===== config.mk =====
export PLATFORM = sky130hd
export DESIGN_NAME = vote_sched_flat
export DESIGN_NICKNAME = d
export VERILOG_FILES = /design/src/rtl/vote_sched_if.sv /design/src/rtl/vote_sched.sv /design/src/flat_wrapper.sv
export SDC_FILE = /design/constraint.sdc
export NUM_CORES = 1
export LEC_CHECK = 0
export BUFFER_PORTS_ARGS = -buffer_cell sky130_fd_sc_hd__buf_2
export CORE_ASPECT_RATIO = 0.75
export CORE_MARGIN = 10
export CORE_UTILIZATION = 55
export CTS_BUF_LIST = sky130_fd_sc_hd__clkbuf_8
export CTS_CLUSTER_SIZE = 8
export DETAILED_ROUTE_END_ITERATION = 8
export GPL_TIMING_DRIVEN = 0
export PLACE_DENSITY = 0.95
export SKIP_CTS_REPAIR_TIMING = 1
export SYNTH_ARGS = -nofsm -noshare
export SYNTH_HDL_FRONTEND = slang
export SYNTH_SLANG_ARGS = --single-unit

===== constraint.sdc =====
create_clock -name clk -period 19.6 [get_ports clk]
set_clock_uncertainty 0.1 [all_clocks]
set_input_delay 2.94 -clock clk [delete_from_list [all_inputs] [get_ports clk]]
set_output_delay 2.94 -clock clk [all_outputs]
set_load 0.02 [all_outputs]

===== src/rtl/vote_sched_if.sv =====
// Engine-to-scheduler result channel: valid/ready handshake
// plus the per-sample classification and regression payloads.
interface vote_sched_if #(
    parameter int N_LABELS  = 10,
    parameter int RES_WIDTH = 16
);
    logic                          i_res_vld;
    logic                          o_res_rdy;
    logic [N_LABELS*RES_WIDTH-1:0] i_clf_accum;
    logic [RES_WIDTH-1:0]          i_rgs_accum;

    modport master (
        output i_res_vld,
        output i_clf_accum,
        output i_rgs_accum,
        input  o_res_rdy
    );

    modport slave (
        input  i_res_vld,
        input  i_clf_accum,
        input  i_rgs_accum,
        output o_res_rdy
    );
endinterface


===== src/rtl/vote_sched.sv =====
// vote_sched: paces tree results into vote_buffer, marks tree
// boundaries, drains the accumulate pipe, then hands BRAM to the PS.
module vote_sched #(
    parameter int N_LABELS       = 10,
    parameter int N_LABELS_WIDTH = 4,
    parameter int RES_WIDTH      = 16,
    parameter int BRAM_AWIDTH    = 14,
    parameter int N_TREES_WIDTH  = 8,
    parameter int DRAIN_CYCLES   = 8
) (
    input  logic                          clk,
    input  logic                          rst,
    input  logic                          i_start,
    input  logic [BRAM_AWIDTH-1:0]        i_n_samples,
    input  logic [N_TREES_WIDTH-1:0]      i_n_trees,
    input  logic [N_LABELS_WIDTH-1:0]     i_n_labels,
    input  logic                          i_is_clf,
    vote_sched_if.slave                   res,
    output logic [N_LABELS*RES_WIDTH-1:0] o_clf_accum,
    output logic [RES_WIDTH-1:0]          o_rgs_accum,
    output logic                          o_accum_vld,
    output logic                          o_vote_slot_rst,
    output logic [N_LABELS_WIDTH-1:0]     o_n_labels,
    output logic                          o_is_clf,
    output logic                          o_is_ps_read,
    input  logic                          i_ps_done,
    output logic                          o_busy,
    output logic                          o_done,
    output logic [N_TREES_WIDTH-1:0]      o_tree_cnt
);

    localparam int GAP_W = N_LABELS_WIDTH + 1;
    localparam int TW1   = N_TREES_WIDTH + 1;
    localparam int DRN_W = $clog2(DRAIN_CYCLES + 1);
    localparam int WT_W  = (DRN_W < 2) ? 2 : DRN_W;

    typedef enum logic [2:0] {
        S_IDLE,
        S_RUN,
        S_TREE_END,
        S_DRAIN,
        S_PS_READ,
        S_PS_HOLD
    } state_e;

    state_e                          state_q, state_d;
    logic [BRAM_AWIDTH-1:0]          n_smp_q, n_smp_d;
    logic [N_TREES_WIDTH-1:0]        n_trees_q, n_trees_d;
    logic [N_LABELS_WIDTH-1:0]       n_lbl_q, n_lbl_d;
    logic                            clf_mode_q, clf_mode_d;
    logic [BRAM_AWIDTH-1:0]          smp_q, smp_d;
    logic [N_TREES_WIDTH-1:0]        tree_q, tree_d;
    logic [GAP_W-1:0]                gap_q, gap_d;
    logic [2:0]                      te_q, te_d;
    logic [WT_W-1:0]                 wait_q, wait_d;
    logic                            srst_q, srst_d;
    logic                            vld_q;
    logic [N_LABELS*RES_WIDTH-1:0]   clf_q;
    logic [RES_WIDTH-1:0]            rgs_q;

    logic             rdy;
    logic             accept;
    logic             last_smp;
    logic             last_tree;
    logic [GAP_W-1:0] lbl_p1;
    logic [GAP_W-1:0] gap_load;

    assign rdy       = (state_q == S_RUN) && (gap_q == '0);
    assign accept    = rdy && res.i_res_vld;
    assign last_smp  = smp_q == (n_smp_q - BRAM_AWIDTH'(1));
    assign last_tree = (TW1'(tree_q) + TW1'(1)) >= TW1'(n_trees_q);

    // Counter holds gap-1, so ready returns exactly gap cycles later.
    assign lbl_p1   = GAP_W'(n_lbl_q) + GAP_W'(1);
    assign gap_load = !clf_mode_q ? '0 :
                      (lbl_p1 < GAP_W'(4)) ? GAP_W'(4) : lbl_p1;

    always_comb begin
        state_d    = state_q;
        n_smp_d    = n_smp_q;
        n_trees_d  = n_trees_q;
        n_lbl_d    = n_lbl_q;
        clf_mode_d = clf_mode_q;
        smp_d      = smp_q;
        tree_d     = tree_q;
        gap_d      = gap_q;
        te_d       = te_q;
        wait_d     = wait_q;
        srst_d     = 1'b0;

        if (gap_q != '0)
            gap_d = gap_q - GAP_W'(1);
        if (wait_q != '0)
            wait_d = wait_q - WT_W'(1);

        unique case (state_q)
            S_IDLE: begin
                if (i_start) begin
                    n_smp_d    = i_n_samples;
                    n_trees_d  = i_n_trees;
                    n_lbl_d    = i_n_labels;
                    clf_mode_d = i_is_clf;
                    smp_d      = '0;
                    tree_d     = '0;
                    gap_d      = '0;
                    if (i_n_samples == '0 || i_n_trees == '0) begin
                        state_d = S_DRAIN;
                        wait_d  = WT_W'(DRAIN_CYCLES - 1);
                    end else begin
                        state_d = S_RUN;
                    end
                end
            end
            S_RUN: begin
                if (accept) begin
                    gap_d = gap_load;
                    if (last_smp) begin
                        state_d = S_TREE_END;
                        smp_d   = '0;
                        te_d    = '0;
                    end else begin
                        smp_d = smp_q + BRAM_AWIDTH'(1);
                    end
                end
            end
            S_TREE_END: begin
                if (te_q != 3'd4)
                    te_d = te_q + 3'd1;
                // Last tree skips the settle wait; drain covers it.
                if (te_q == 3'd0) begin
                    srst_d = 1'b1;
                    tree_d = tree_q + N_TREES_WIDTH'(1);
                    if (last_tree) begin
                        state_d = S_DRAIN;
                        wait_d  = WT_W'(DRAIN_CYCLES - 1);
                    end
                end else if (te_q == 3'd4 && gap_q <= GAP_W'(1)) begin
                    state_d = S_RUN;
                end
            end
            S_DRAIN: begin
                if (wait_q == '0)
                    state_d = S_PS_READ;
            end
            S_PS_READ: begin
                if (i_ps_done) begin
                    state_d = S_PS_HOLD;
                    wait_d  = WT_W'(2);
                end
            end
            S_PS_HOLD: begin
                if (wait_q == '0)
                    state_d = S_IDLE;
            end
            default: state_d = S_IDLE;
        endcase
    end

    always_ff @(posedge clk or posedge rst) begin
        if (rst) begin
            state_q    <= S_IDLE;
            n_smp_q    <= '0;
            n_trees_q  <= '0;
            n_lbl_q    <= '0;
            clf_mode_q <= 1'b0;
            smp_q      <= '0;
            tree_q     <= '0;
            gap_q      <= '0;
            te_q       <= '0;
            wait_q     <= '0;
            srst_q     <= 1'b0;
            vld_q      <= 1'b0;
            clf_q      <= '0;
            rgs_q      <= '0;
        end else begin
            state_q    <= state_d;
            n_smp_q    <= n_smp_d;
            n_trees_q  <= n_trees_d;
            n_lbl_q    <= n_lbl_d;
            clf_mode_q <= clf_mode_d;
            smp_q      <= smp_d;
            tree_q     <= tree_d;
            gap_q      <= gap_d;
            te_q       <= te_d;
            wait_q     <= wait_d;
            srst_q     <= srst_d;
            vld_q      <= accept;
            if (accept) begin
                clf_q <= res.i_clf_accum;
                rgs_q <= res.i_rgs_accum;
            end
        end
    end

    assign res.o_res_rdy   = rdy;
    assign o_clf_accum     = clf_q;
    assign o_rgs_accum     = rgs_q;
    assign o_accum_vld     = vld_q;
    assign o_vote_slot_rst = srst_q;
    assign o_n_labels      = n_lbl_q;
    assign o_is_clf        = clf_mode_q;
    assign o_is_ps_read    = (state_q == S_PS_READ) || (state_q == S_PS_HOLD);
    assign o_busy          = state_q != S_IDLE;
    assign o_done          = state_q == S_PS_READ;
    assign o_tree_cnt      = tree_q;

endmodule


===== src/flat_wrapper.sv =====
// flat-port wrapper written by rule: the top's interface ports become plain ports
module vote_sched_flat 
#(
    parameter int N_LABELS       = 10,
    parameter int N_LABELS_WIDTH = 4,
    parameter int RES_WIDTH      = 16,
    parameter int BRAM_AWIDTH    = 14,
    parameter int N_TREES_WIDTH  = 8,
    parameter int DRAIN_CYCLES   = 8
)
  (clk, rst, i_start, i_n_samples, i_n_trees, i_n_labels, i_is_clf, o_clf_accum, o_rgs_accum, o_accum_vld, o_vote_slot_rst, o_n_labels, o_is_clf, o_is_ps_read, i_ps_done, o_busy, o_done, o_tree_cnt, res_i_res_vld, res_i_clf_accum, res_i_rgs_accum, res_o_res_rdy);
  vote_sched_if #(.N_LABELS(N_LABELS), .RES_WIDTH(RES_WIDTH)) res_i ();
  input  logic clk;
  input  logic rst;
  input  logic i_start;
  input  logic [BRAM_AWIDTH-1:0] i_n_samples;
  input  logic [N_TREES_WIDTH-1:0] i_n_trees;
  input  logic [N_LABELS_WIDTH-1:0] i_n_labels;
  input  logic i_is_clf;
  output logic [N_LABELS*RES_WIDTH-1:0] o_clf_accum;
  output logic [RES_WIDTH-1:0] o_rgs_accum;
  output logic o_accum_vld;
  output logic o_vote_slot_rst;
  output logic [N_LABELS_WIDTH-1:0] o_n_labels;
  output logic o_is_clf;
  output logic o_is_ps_read;
  input  logic i_ps_done;
  output logic o_busy;
  output logic o_done;
  output logic [N_TREES_WIDTH-1:0] o_tree_cnt;
  input wire logic [$bits(res_i.i_res_vld)-1:0] res_i_res_vld;
  input wire logic [$bits(res_i.i_clf_accum)-1:0] res_i_clf_accum;
  input wire logic [$bits(res_i.i_rgs_accum)-1:0] res_i_rgs_accum;
  output wire logic [$bits(res_i.o_res_rdy)-1:0] res_o_res_rdy;
  assign res_i.i_res_vld = res_i_res_vld;
  assign res_i.i_clf_accum = res_i_clf_accum;
  assign res_i.i_rgs_accum = res_i_rgs_accum;
  assign res_o_res_rdy = res_i.o_res_rdy;
  vote_sched #(.N_LABELS(N_LABELS), .N_LABELS_WIDTH(N_LABELS_WIDTH), .RES_WIDTH(RES_WIDTH), .BRAM_AWIDTH(BRAM_AWIDTH), .N_TREES_WIDTH(N_TREES_WIDTH), .DRAIN_CYCLES(DRAIN_CYCLES)) u_core (.clk(clk), .rst(rst), .i_start(i_start), .i_n_samples(i_n_samples), .i_n_trees(i_n_trees), .i_n_labels(i_n_labels), .i_is_clf(i_is_clf), .res(res_i), .o_clf_accum(o_clf_accum), .o_rgs_accum(o_rgs_accum), .o_accum_vld(o_accum_vld), .o_vote_slot_rst(o_vote_slot_rst), .o_n_labels(o_n_labels), .o_is_clf(o_is_clf), .o_is_ps_read(o_is_ps_read), .i_ps_done(i_ps_done), .o_busy(o_busy), .o_done(o_done), .o_tree_cnt(o_tree_cnt));
endmodule

==> run summary <==
Seq/Total Area, Yosys: 56.7%
GR Overflow Total: 0
DRC: 0
worst path bufs/invs: 2
die area: 0.0254 sq mm
first-pass GRT wire length: 58,000 microns
GR Util All Layers: 28.3%
antenna violations before repair: 7
clock sinks: 242
final WL: 37,900 microns
setup TNS: 0 ps
Top FF cell, synth: dfrtp_1
Worst Path Max Fanout: 8
vias in the first global route: 10,600
Hold Vio Cnt, Final: 0
# rows: 44
CTS tree: done
Post-Syn Nets: 1,444
Ports: 403
fin. max-slew vios: 0
critical path capture point type: output pin
switch share: 45.4%
Tcrit/Tclk final: 26.3%
Crit. Startpoint: u_core.gap_q[0]
CP max stage cell: nor4b_4
asr flop ratio synth: 100%
CP Launch Type: flop
area share of the largest cell type after synthesis: 56.7%
RSZ-0062 raised after global routing: no
Layout Cells excl Fill: 1,941
max_slew headroom: 53.9%
PnR Total Power: 2.41 mW
area leader, netlist: dfrtp_1
min-delay src: u_core.o_clf_accum[104]
Starting Density: 55.6%
worst endpoint required time: 16,560 ps
Synth warnings: 0
most frequent cell after synthesis: nand2_1
leakage: 7.89 nW
HPWL after DPL: 28,700 microns
Max Root-Sink Buffers: 3
type of the worst min-delay path: reg2reg
CTS H-tree depth: 2
syn_area_per_cell: 8.76 sq um
EDFF count, synth: 0
Worst-Margin Slew: 688 ps
via density per instance: 5.35
filler cell count in the final layout: 1,379
delay-heaviest family, CP: simple AND/OR/NAND/NOR gates
IO Port Bufs: 402
P per Cell Area: 175 mW/mm^2
top post-synthesis cells by area: dfrtp_1 57%, nand2_1 22%, ha_1 2.0%
Clock Power Share: 17.3%
Die Wd: 181 microns
number of buffers created by CTS: 39
Max stage delay on crit path: 470 ps
largest net degree at the start of global routing: 101
combinational share of power: 46.4%
Nets: 1,889
final setup vio count: 0
Peak VDD IR: 117 uV
register share of total power: 36.3%
Die Y-Extent: 141 microns
CP Data Arrival Time: 2120 ps
Final Wtd Congestion: 0.957
core area: 0.0192 sq mm
Synth Instances: 1,219
root buffer cell: clkbuf_8
Reg clk slew, reported paths: 60 ps
worst skew pair latency: 510 ps
Vias: 10,400
Pint: 1.32 mW
initial DRC count: 756
Layout area overhead: 29.3%
share of cells above drive strength 1: 29.0%
DR WL/cell: 19.5 microns
fmax: 194 MHz
Yosys cell types: 64
placed insts: 1,876
Tmin final: 5160 ps
Synth top cells by count: 632 x nand2_1, 242 x dfrtp_1, 32 x clkbuf_1
Mapped Area: 0.0107 sq mm
Worst R2R Start: u_core.gap_q[0]
critical-path cell list: inv_1 -> ha_1 -> nor4b_4 -> and3_1 -> buf_2
Yosys reg bits: 242
area of the multi-input gates: 0.00428 sq mm
status: complete, no violations
post-route ant nets: 0
Sw Pwr: 1.09 mW
number of max-cap violations: 0
Sequential Area: 0.00606 sq mm
Detailed Routing Iterations Pass 1: 5
crit path kind: reg2out
==> stage by stage <==
step                worst slack (ps)  area [sq um]  utilization [%]  hold WS, ps
floorplan                       9920         10700                -          350
CTS                            14420         13800             71.7          371
detailed placement             14330         13100             68.0          356
global route                   14310         13800             71.8          386
global placement                7460         13000             67.7          352
finish                         14440         13800             71.8          367
==> power by group through the flow <==
| stage | registers (mW) | clock network [mW] | logic [mW] |
|---|---|---|---|
| 2_1_floorplan | 1.07 | 0 | 0.488 |
| 3_3_place_gp | 0.859 | 0 | 1.06 |
| 3_5_place_dp | 0.870 | 0 | 1.11 |
| 4_1_cts | 0.869 | 0.424 | 1.12 |
| 5_1_grt | 0.899 | 0.448 | 1.23 |
| 6_report | 0.876 | 0.418 | 1.12 |
==> cells in the final DEF (no fill, tap or decap), types with 3 or more instances in the layout <==
master / instances
nor3_2: 3
o21ai_0: 27
ha_1: 17
dfrtp_1: 242
and3_1: 7
nand3_1: 19
xor2_1: 19
and2_1: 5
xnor2_1: 21
a31oi_1: 4
nor2_1: 31
o22ai_1: 5
a21oi_1: 16
buf_2: 417
nand2b_1: 7
o32ai_1: 3
buf_1: 4
nand2_1: 632
inv_1: 37
nor2b_1: 7
diode_2: 6
clkbuf_1: 32
nor3_1: 8
o31ai_1: 4
nand4_1: 9
clkbuf_8: 44
nor4_1: 6
==> logic make-up (layout without fill, tap and decap cells) <==
| kind of cell | count (synthesis) | count (layout) | share of synthesized area, % |
|---|---|---|---|
| simple gates | 751 | 751 | 29.1 |
| xor+xnor | 40 | 40 | 3.28 |
| compound gates | 85 | 85 | 5.38 |
| other cells | 0 | 6 | 0 |
| fa+ha+maj | 17 | 17 | 1.99 |
| mux | 3 | 3 | 0.293 |
| flops | 242 | 242 | 56.7 |
| buf+inv | 81 | 544 | 3.20 |
==> sequential cells by signal (all words and copies together), names as in the netlist <==
signal                  cells
u_core.gap_q                5
u_core.n_smp_q             14
u_core.n_trees_q            8
u_core.o_accum_vld          1
u_core.o_clf_accum        160
u_core.o_is_clf             1
u_core.o_n_labels           4
u_core.o_rgs_accum         16
u_core.o_tree_cnt           8
u_core.o_vote_slot_rst      1
u_core.smp_q               14
u_core.state_q              3
u_core.te_q                 3
u_core.wait_q               4
==> layout make-up <==
| cell class | count | area share (%) |
|---|---|---|
| multi-input cells | 896 | 31.0 |
| flip-flops and latches | 242 | 43.9 |
| repair buffers | 404 | 15.0 |
| diodes | 6 | 0.109 |
| plain buffers | 54 | 1.74 |
| clock buffers | 44 | 4.39 |
| clock inverters | 15 | 0.816 |
| well taps | 253 | 2.29 |
| inverters | 27 | 0.789 |
==> path summary, 6_finish.rpt <==
path                                           endpoint  slack [ps]  depth (start not counted)
worst max-delay path                      res_o_res_rdy       14440                          5
worst min register to register  u_core.o_clf_accum[104]         370                          2
worst min-delay path            u_core.o_clf_accum[104]         370                          2
max in group asynchronous        u_core.o_clf_accum[31]       16250                          3
worst max register to register   u_core.o_clf_accum[14]       16100                          9
min in group asynchronous       u_core.o_clf_accum[149]        2350                          2
==> worst reg2reg max path: cells and delay by family (launching register included) <==
| family | cells | cell delay, ps |
|---|---|---|
| buffers and inverters | 4 | 1470 |
| flip-flops | 1 | 410 |
| adder cells (fa/ha/maj) | 1 | 180 |
| AND/OR/NAND/NOR | 4 | 1260 |
==> layer usage <==
layer | up-vias | global-route usage, % | part of all wire (%)
met1 | 4948 | 33.6 | 37
met5 | - | 0 | 0.048
li1 | 4761 | - | -
met4 | 2 | 10.8 | 3.4
met2 | 571 | 46.6 | 48
met3 | 95 | 10.1 | 11
Power figures use the tool's default switching activity.
